$ cat config.mk
export PLATFORM = sky130hd
export DESIGN_NAME = chip_protocol_sequencer
export DESIGN_NICKNAME = d
export VERILOG_FILES = /design/src/rtl/chip_protocol_sequencer.sv
export SDC_FILE = /design/constraint.sdc
export NUM_CORES = 1
export LEC_CHECK = 0
export CAP_MARGIN = 0
export CORE_AREA = 10 10 104 124
export CTS_CLUSTER_SIZE = 16
export DETAILED_ROUTE_END_ITERATION = 10
export DIE_AREA = 0 0 114 134
export PLACE_DENSITY = 0.82
export SYNTH_ARGS = -nofsm -noshare
export SYNTH_HDL_FRONTEND = slang
export SYNTH_SLANG_ARGS = --single-unit
export TNS_END_PERCENT = 100
$ cat constraint.sdc
create_clock -name clk -period 2.9 [get_ports clk]
set_input_delay 0.435 -clock clk [delete_from_list [all_inputs] [get_ports clk]]
set_output_delay 0.435 -clock clk [all_outputs]
set_load 0.005 [all_outputs]
$ cat src/rtl/chip_protocol_sequencer.sv
// Purpose: sequences one ChIP ring operation (LOAD -> MIX -> COLLECT -> DONE) on the pad valves and pump.
// Latency: start sampled at edge N gives LOAD at N+1; done pulses at N+1+L+3*PUMP_DIV*M+L.
// Backpressure: none; start is only accepted in IDLE and abort (level) forces IDLE from any state.
//
// Ports:
//   clk, rst (sync, active-high)          clock and reset
//   start, inlet_sel, ring_sel,           command strobe and its operands, latched in IDLE
//   load_time, mix_cycles
//   abort                                 level, returns to IDLE with all outputs off
//   busy, done, err, state                status (done/err are 1-cycle pulses)
//   ctrl_inlet, ctrl_ring                 one-hot inlet / ring valves
//   ctrl_stage_in/out, ctrl_sieve,        stage, sieve and collect valves
//   ctrl_collect
//   pump                                  3-phase peristaltic pump lines
module chip_protocol_sequencer #(
    parameter int SIZE      = 4,
    parameter int NUM_INLET = 5,
    parameter int PUMP_DIV  = 8,
    parameter int CNT_W     = 16,
    localparam int RING_W   = (SIZE > 1) ? $clog2(SIZE) : 1
) (
    input  logic                 clk,
    input  logic                 rst,
    input  logic                 start,
    input  logic [2:0]           inlet_sel,
    input  logic [RING_W-1:0]    ring_sel,
    input  logic [CNT_W-1:0]     load_time,
    input  logic [CNT_W-1:0]     mix_cycles,
    input  logic                 abort,
    output logic                 busy,
    output logic                 done,
    output logic                 err,
    output logic [2:0]           state,
    output logic [NUM_INLET-1:0] ctrl_inlet,
    output logic [SIZE-1:0]      ctrl_ring,
    output logic                 ctrl_stage_in,
    output logic                 ctrl_stage_out,
    output logic                 ctrl_sieve,
    output logic                 ctrl_collect,
    output logic [2:0]           pump
);

    localparam int DIV_W = (PUMP_DIV > 1) ? $clog2(PUMP_DIV) : 1;
    localparam logic [DIV_W-1:0] DIV_MAX = DIV_W'(PUMP_DIV - 1);

    typedef enum logic [2:0] {
        S_IDLE    = 3'd0,
        S_LOAD    = 3'd1,
        S_MIX     = 3'd2,
        S_COLLECT = 3'd3,
        S_DONE    = 3'd4
    } state_e;

    state_e               state_q, state_d;
    logic [CNT_W-1:0]     cnt_q, cnt_d;        // dwell counter for LOAD / COLLECT
    logic [DIV_W-1:0]     div_q, div_d;        // clocks within the current pump phase
    logic [1:0]           phase_q, phase_d;    // pump phase index 0..2
    logic [CNT_W-1:0]     rot_q, rot_d;        // completed pump rotations in MIX

    logic [2:0]           cmd_inlet_q, cmd_inlet_d;
    logic [RING_W-1:0]    cmd_ring_q, cmd_ring_d;
    logic [CNT_W-1:0]     cmd_load_q, cmd_load_d;
    logic [CNT_W-1:0]     cmd_mix_q, cmd_mix_d;

    logic                 busy_q, busy_d;
    logic                 done_q, done_d;
    logic                 err_q, err_d;
    logic [NUM_INLET-1:0] ctrl_inlet_q, ctrl_inlet_d;
    logic [SIZE-1:0]      ctrl_ring_q, ctrl_ring_d;
    logic                 stage_in_q, stage_in_d;
    logic                 stage_out_q, stage_out_d;
    logic                 sieve_q, sieve_d;
    logic                 collect_q, collect_d;
    logic [2:0]           pump_q, pump_d;

    logic                 bad_cmd;
    logic [CNT_W-1:0]     dwell_last;
    logic                 pumping_d;

    // Indices outside the valve arrays would drive no valve at all; reject them up front.
    assign bad_cmd = (32'(inlet_sel) >= 32'(NUM_INLET)) || (32'(ring_sel) >= 32'(SIZE));

    // A zero dwell behaves as one clock.
    assign dwell_last = (cmd_load_q == '0) ? '0 : cmd_load_q - 1'b1;

    always_comb begin
        state_d     = state_q;
        cnt_d       = cnt_q + 1'b1;
        div_d       = div_q + 1'b1;
        phase_d     = phase_q;
        rot_d       = rot_q;
        cmd_inlet_d = cmd_inlet_q;
        cmd_ring_d  = cmd_ring_q;
        cmd_load_d  = cmd_load_q;
        cmd_mix_d   = cmd_mix_q;
        err_d       = 1'b0;

        // Pump divider: phase advances every PUMP_DIV clocks, rotation counts phase wraps.
        if (div_q == DIV_MAX) begin
            div_d = '0;
            if (phase_q == 2'd2) begin
                phase_d = 2'd0;
                rot_d   = rot_q + 1'b1;
            end else begin
                phase_d = phase_q + 2'd1;
            end
        end

        case (state_q)
            S_IDLE: begin
                if (start && !abort) begin
                    cmd_inlet_d = inlet_sel;
                    cmd_ring_d  = ring_sel;
                    cmd_load_d  = load_time;
                    cmd_mix_d   = mix_cycles;
                    if (bad_cmd) begin
                        err_d = 1'b1;
                    end else begin
                        state_d = S_LOAD;
                    end
                end
            end
            S_LOAD: begin
                if (cnt_q == dwell_last) begin
                    state_d = (cmd_mix_q == '0) ? S_COLLECT : S_MIX;
                end
            end
            S_MIX: begin
                // Last clock of the last phase of the last rotation.
                if ((rot_q == cmd_mix_q - 1'b1) && (phase_q == 2'd2) && (div_q == DIV_MAX)) begin
                    state_d = S_COLLECT;
                end
            end
            S_COLLECT: begin
                if (cnt_q == dwell_last) begin
                    state_d = S_DONE;
                end
            end
            S_DONE:  state_d = S_IDLE;
            default: state_d = S_IDLE;
        endcase

        if (abort) begin
            state_d = S_IDLE;
            err_d   = 1'b0;
        end

        // Every state entry (and idle time) restarts dwell, divider, phase and rotation count.
        if ((state_d != state_q) || (state_q == S_IDLE) || (state_q == S_DONE)) begin
            cnt_d   = '0;
            div_d   = '0;
            phase_d = 2'd0;
            rot_d   = '0;
        end

        // Outputs are decoded from the next state so they are valid in a state's first cycle.
        pumping_d   = (state_d == S_LOAD) || (state_d == S_MIX) || (state_d == S_COLLECT);
        busy_d      = (state_d != S_IDLE);
        done_d      = (state_d == S_DONE);
        ctrl_inlet_d = (state_d == S_LOAD) ? (NUM_INLET'(1) << cmd_inlet_d) : '0;
        ctrl_ring_d  = pumping_d ? (SIZE'(1) << cmd_ring_d) : '0;
        stage_in_d  = (state_d == S_LOAD);
        stage_out_d = (state_d == S_COLLECT);
        sieve_d     = (state_d == S_COLLECT);
        collect_d   = (state_d == S_COLLECT);
        pump_d      = 3'b000;
        if (pumping_d) begin
            case (phase_d)
                2'd0:    pump_d = 3'b110;
                2'd1:    pump_d = 3'b011;
                default: pump_d = 3'b101;
            endcase
        end
    end

    always_ff @(posedge clk) begin
        if (rst) begin
            state_q      <= S_IDLE;
            cnt_q        <= '0;
            div_q        <= '0;
            phase_q      <= 2'd0;
            rot_q        <= '0;
            cmd_inlet_q  <= '0;
            cmd_ring_q   <= '0;
            cmd_load_q   <= '0;
            cmd_mix_q    <= '0;
            busy_q       <= 1'b0;
            done_q       <= 1'b0;
            err_q        <= 1'b0;
            ctrl_inlet_q <= '0;
            ctrl_ring_q  <= '0;
            stage_in_q   <= 1'b0;
            stage_out_q  <= 1'b0;
            sieve_q      <= 1'b0;
            collect_q    <= 1'b0;
            pump_q       <= 3'b000;
        end else begin
            state_q      <= state_d;
            cnt_q        <= cnt_d;
            div_q        <= div_d;
            phase_q      <= phase_d;
            rot_q        <= rot_d;
            cmd_inlet_q  <= cmd_inlet_d;
            cmd_ring_q   <= cmd_ring_d;
            cmd_load_q   <= cmd_load_d;
            cmd_mix_q    <= cmd_mix_d;
            busy_q       <= busy_d;
            done_q       <= done_d;
            err_q        <= err_d;
            ctrl_inlet_q <= ctrl_inlet_d;
            ctrl_ring_q  <= ctrl_ring_d;
            stage_in_q   <= stage_in_d;
            stage_out_q  <= stage_out_d;
            sieve_q      <= sieve_d;
            collect_q    <= collect_d;
            pump_q       <= pump_d;
        end
    end

    assign state          = state_q;
    assign busy           = busy_q;
    assign done           = done_q;
    assign err            = err_q;
    assign ctrl_inlet     = ctrl_inlet_q;
    assign ctrl_ring      = ctrl_ring_q;
    assign ctrl_stage_in  = stage_in_q;
    assign ctrl_stage_out = stage_out_q;
    assign ctrl_sieve     = sieve_q;
    assign ctrl_collect   = collect_q;
    assign pump           = pump_q;

endmodule

======== Word-level counts from Yosys, hierarchy flattened ========
Index checks and enable logic that the tools add are counted.
storage, ports and cells
  flip-flop bits (word level) ............. 94
  input port bits ......................... 41
  output and inout bits ................... 22
  logic and storage cells ................. 82
cells by class
  $add $sub $neg .......................... 6
  order comparisons ....................... 1
  equal/unequal tests ..................... 14
  shift-type cells ........................ 2
  mux-type cells .......................... 18
  bitwise logic cells ..................... 4
  reductions and logical operators ........ 20
operators by type and width
  kind                                                       number
  adder 16 x 1 -> 16 bit (second input constant)             2
  equality test 16 bit                                       2
  zero test 16 bit                                           2
  subtractor 16 x 1 -> 16 bit (second input constant)        2
  two-way mux 3 bit                                          8
  two-way mux 16 bit                                         1
  equality test 3 x 2 -> 1 bit (second input constant)       4
  case mux 3 bit (4 select lines)                            1
  two-way mux 2 bit                                          5
  equality test 3 bit (second input constant)                3
  equality test 3 x 1 -> 1 bit (second input constant)       2
  case mux 3 bit (2 select lines)                            1
  OR reduction 2 bit                                         3
  left shift 1 x 3 -> 5 bit (first input constant)           1
  logical OR 1 bit                                           4
  NOT 1 bit                                                  4
  AND reduction 2 bit                                        2
  OR reduction 4 bit                                         1
  left shift 1 x 2 -> 4 bit (first input constant)           1
  adder 3 x 1 -> 3 bit (second input constant)               1
  greater-or-equal comparator 3 bit (second input constant)  1
  logical AND 1 bit                                          3
  zero test 3 bit                                            1
  != test 3 bit                                              1
  other kinds (8)                                            9

======== Logic depth before layout (Yosys ltp) ========
  depth in word-level cells ............... 13
  mapped depth ............................ 14
  depth with buffers taken out ............ 10

======== Worst setup path after synthesis ========
Ideal clock, no wire load.
  path kind ............................... reg-to-reg
  start point ............................. register cmd_load_q[0]
  end point ............................... register state_q[1], in the netlist state[1]
  library setup time ...................... 0.120 ns
  arrival ................................. 2.902 ns
  data required time ...................... 2.780 ns
  path slack .............................. -0.122 ns
  stages on the path, launching flop included .. 11
  buffers on the path ..................... 1
  period minus slack after synthesis ...... 3.022 ns
  path through ............................ dfxtp_1 > inv_1 > ha_1 > or4b_1 > buf_2 > nor4_1 > mux2i_1 > xnor2_1 > or4b_4 > o311a_1 > or2_1
on the way
  word-level cells in the longest chain between the ends .. 6
  elaborated cells between the ends (all ways) .. 8
  those cells by class .................... 1 x add/sub; 1 x eq/ne; 5 x mux; 1 x reduce/logical
RTL lines
  element                                                          line      text
  start, declared                                                  62        logic [CNT_W-1:0] cmd_load_q, cmd_load_d;
  start signal, assigned                                           205       cmd_load_q <= cmd_load_d;
  subtractor 16 x 1 -> 16 bit or zero test 16 bit (tied branches)  84        assign dwell_last = (cmd_load_q == '0) ? '0 : cmd_load_q - 1'b1;
  two-way mux 16 bit *                                             84
  equality test 16 bit *                                           124, 135
  two-way mux 3 bit, on equally long branches                      135, 124
  case mux 3 bit (4 select lines) *                                109       case (state_q)
  two-way mux 3 bit *                                              143       if (abort) begin
  end signal, assigned                                             198       state_q <= state_d;
  end, declared                                                    54        state_e state_q, state_d;
Mark *: on every way between the ends. The rest lies on a longest branch, timed or not.
A chain may end at the register's enable or synchronous reset.

======== Final worst setup path ========
  start point ............................. register cmd_load_q[9]
  end point ............................... register rot_q[9]
on the way
  word-level cells in the longest chain between the ends .. 10
  elaborated cells between the ends (all ways) .. 12
  those cells by class .................... 1 x add/sub; 2 x eq/ne; 5 x mux; 4 x reduce/logical
RTL lines
  element                                                          line      text
  subtractor 16 x 1 -> 16 bit or zero test 16 bit (tied branches)  84
  two-way mux 16 bit *                                             84
  equality test 16 bit *                                           124, 135
  two-way mux 3 bit, on equally long branches                      135, 124
  case mux 3 bit (4 select lines) *                                109
  two-way mux 3 bit *                                              143
  != test 3 bit *                                                  149       if ((state_d != state_q) || (state_q == S_IDLE) || (state_q == S_DONE)) begin
  logical OR 1 bit * (2 in series)                                 149
  OR reduction 2 bit (no line) *                                   n/a
  end signal, assigned                                             202       rot_q <= rot_d;
  end, declared                                                    58        logic [CNT_W-1:0] rot_q, rot_d;
Marked as above.

==> run_results.csv <==
group,metric,value,unit
outcome,status,"finished with violations",
outcome,violations,"setup timing",
floorplanning,die_w,114,um
place,gp_congestion,0.954,
synth,synth_seq_area_share,36.1,%
finish,final_util,68.7,%
floorplanning,rows,41,
detailed_routing,drt-total-wl,16.8,mm
clock_network,insertion_delay,0.35,ns
power,p_leak,2.76,nW
place,port_buffers,62,
detailed_routing,routed.top_layer,"met4",
finish,area_growth,38.0,%
synth,ys_warn_count,0,
detailed_routing,via_per_inst,6.17,
finish,diodes,0,
timing,layout_min_cycle_time,3.10,ns
detailed_routing,first_pass_iters,7,
clock_network,clock-root-buffer,"clkbuf_16",
clock_network,cts_buffers,9,
synth,ys_ff_latch,94,
setup_path,cp-start-kind,"register",
floorplanning,io_pins,63,
place,post_dp_cell_area,6330,um2
synth,synth_cell_types,69,
grt,antenna_found_initial,0,
finish,final_area,7190,um2
detailed_routing,met1Wirelength,6.06,mm
clock_network,h-tree-depth,3,
clock_network,clk_pin_slew,0.06,ns
clock_network,cts.path.max_buffers,2,
detailed_routing,drtIter0Drc,331,
synth,synth_edf_count,0,
detailed_routing,wl_met3,886,um
flow_run,cap_violations,0,
grt,grt_start_max_net_pins,46,
timing,min_period_over_period,107,%
finish,drive_gt1_share,22.1,%
synth,synth_ff_type,"dfxtp_1",
timing,fmax,0.323,GHz
clock_network,cts_hold_buf,0,
grt,grt_pass1_wl,25.7,mm
power,power_density,452,nW/um2
clock_network,cts_tree,"done",
floorplanning,die_y,134,um
clock_network,numClockSinks,94,
timing,final-hold-violation-count,0,
timing,finClkSkew,0.0115,ns
power,vdd_drop_max,0.322,mV
synth,syn_nets,697,
synth,netlist_instances,650,
grt,track_usage,20.4,%
timing,tightestPinTransition,0.649,ns
setup_path,crit_type,"register to register",
timing,slew_violations,0,
hold_path,hold_class,"register to register",
setup_path,crit_required,3.11,ns
detailed_routing,wl_per_cell,18.9,um
timing,finalSetupTns,-7.84,ns
finish,nNetsFinal,800,
setup_path,cp_max_fo,8,
detailed_routing,wl_met2,8.93,mm
detailed_routing,drc,0,
detailed_routing,postRouteAntennaNets,0,
grt,grt_pass1_vias,5592,
place,dp_hpwl,11.3,mm
place,dpl_worst_slack,-0.414,ns
setup_path,cp.arrival,3.30,ns
grt,grt_overflow,0,
finish,fillers,798,
timing,slew_headroom,56.7,%
synth,synth-async-reset-ratio,0,%
floorplanning,dieArea,15300,um2
timing,setup_violations,54,
synth,syn_area,5210,um2
power,p_total,3.25,mW
floorplanning,core_area,10500,um2
floorplanning,initial_utilization,49.8,%
setup_path,cp-end-kind,"register",
timing,rsz0062_at_grt,"yes",
detailed_routing,num_vias,5464,
synth,synth_area_per_cell,8.02,um2
timing,setup_ws,-0.195,ns
[flip-flops by register name, indices dropped and copies added (netlist names)]
signal / cells
ctrl_ring: 4
cmd_ring_q: 2
state: 3
cnt_q: 16
rot_q: 16
div_q: 3
cmd_mix_q: 16
cmd_inlet_q: 3
err: 1
busy: 1
ctrl_collect: 1
ctrl_stage_in: 1
phase_q: 2
ctrl_inlet: 5
cmd_load_q: 16
done: 1
pump: 3
[per-stage QoR]
| stage | instances | hold WS [ns] |
|---|---|---|
| after global placement | 861 | 0.414 |
| after floorplan | 650 | 0.407 |
| after global routing | 886 | 0.483 |
| after detailed placement | 861 | 0.429 |
| after CTS | 883 | 0.458 |
| final | 886 | 0.470 |
[where the power goes]
part	internal (mW)	switching, mW	leakage (nW)
logic	0.346	0.387	1.86
registers	1.32	0.0321	0.763
clock network	0.661	0.504	0.137
total	2.33	0.923	2.76
[routing by layer]
layer  track usage, %  vias up
met5                0        -
met4             12.3        0
met3             4.55       84
met2             38.3      213
met1             19.5     2617
li1                 -     2550
[cell families after synthesis]
group                      after synthesis  synth area share [%]
xor gates and xnor gates                56                  9.41
muxes                                    4                 0.768
DFF                                     94                  36.1
and+or+nand+nor                        313                  31.4
buffers and inverters                   59                  5.02
adders and majority gates                6                  1.44
AOI/OAI and AO/OA                      118                  15.8
[cells in the mapped netlist (5+ instances only)]
master | number | share of area [%]
nor4_1 | 15 | 1.8
and3_1 | 16 | 1.9
nor4b_1 | 7 | 1.2
ha_1 | 6 | 1.4
nor2b_1 | 5 | 0.60
clkbuf_1 | 31 | 2.2
or3_1 | 9 | 1.1
inv_1 | 15 | 1.1
o211ai_1 | 6 | 0.86
o21ai_0 | 12 | 1.2
nand4_1 | 11 | 1.3
a211oi_1 | 7 | 1.0
nand2b_1 | 8 | 0.96
nand2_1 | 103 | 7.4
a31oi_1 | 6 | 0.72
dfxtp_1 | 94 | 36
or4_1 | 7 | 1.0
xor2_1 | 27 | 4.5
nor3_1 | 47 | 4.5
a21oi_1 | 44 | 4.2
nor2_1 | 32 | 2.3
nor3b_1 | 11 | 1.6
buf_2 | 5 | 0.48
nand3_1 | 21 | 2.0
xnor2_1 | 29 | 4.9
[cell type report]
cell class / instances / area, um2 / share of cell area, %
well taps: 129 / 161 / 2.24
clock buffers: 9 / 225 / 3.13
repair buffers: 136 / 1280 / 17.8
inverters: 15 / 56.3 / 0.783
clock inverters: 6 / 63.8 / 0.887
flip-flops and latches: 94 / 1890 / 26.2
multi-input cells: 497 / 3520 / 48.9
[cell usage in the layout, fill, tap and decap left out, drive strengths merged, types with 3 or more instances in the layout]
master,synthesis,layout
nand3,21,21
nor4b,7,7
clkbuf,31,11
a21oi,45,45
nor4,15,15
o211ai,6,6
buf,13,72
clkinv,0,3
nor2b,5,5
o22ai,3,3
nand4,12,12
xnor2,29,29
and4,3,3
ha,6,6
inv,15,15
a2111oi,3,3
or2,4,4
nand2b,8,8
a31oi,6,6
o21ai,12,12
nor3,48,48
o2111ai,4,4
or4,9,9
or3,9,9
or4b,3,3
nor2,32,32
nor3b,11,11
nand2,103,103
o31ai,4,4
clkdlybuf4s50,0,62
mux2i,4,4
dfxtp,94,94
a211oi,7,7
xor2,27,27
and3,16,16
o41ai,3,3
[worst max-delay path, cell delays in order, from the launching register on]
cell	delay, ns
dfxtp_1	0.35
or4_4	0.57
buf_4	0.16
nor4_2	0.37
o211a_1	0.28
o32ai_4	0.10
nor3b_2	0.23
nand4_2	0.23
a21oi_4	0.23
buf_6	0.19
clkbuf_16	0.18
nor3_1	0.05
[worst paths after layout]
check	start	to	slack (ns)	cells past startpoint
worst max register to register	cmd_load_q[9]$_SDFFE_PP0P_	rot_q[9]$_SDFFE_PP0P_	-0.20	11
worst min register to register	div_q[0]$_SDFF_PP0_	div_q[0]$_SDFF_PP0_	0.47	1
worst min-delay path	div_q[0]$_SDFF_PP0_	div_q[0]$_SDFF_PP0_	0.47	1
worst max-delay path	cmd_load_q[9]$_SDFFE_PP0P_	rot_q[9]$_SDFFE_PP0P_	-0.20	11
[what timing repair did]
action	CTS	global route
endpoints found under the setup margin	49	55
setup buffers	6	2
pin swaps	15	26
gates cloned	1	2
resized for setup	34	53
Power figures use the tool's default switching activity.
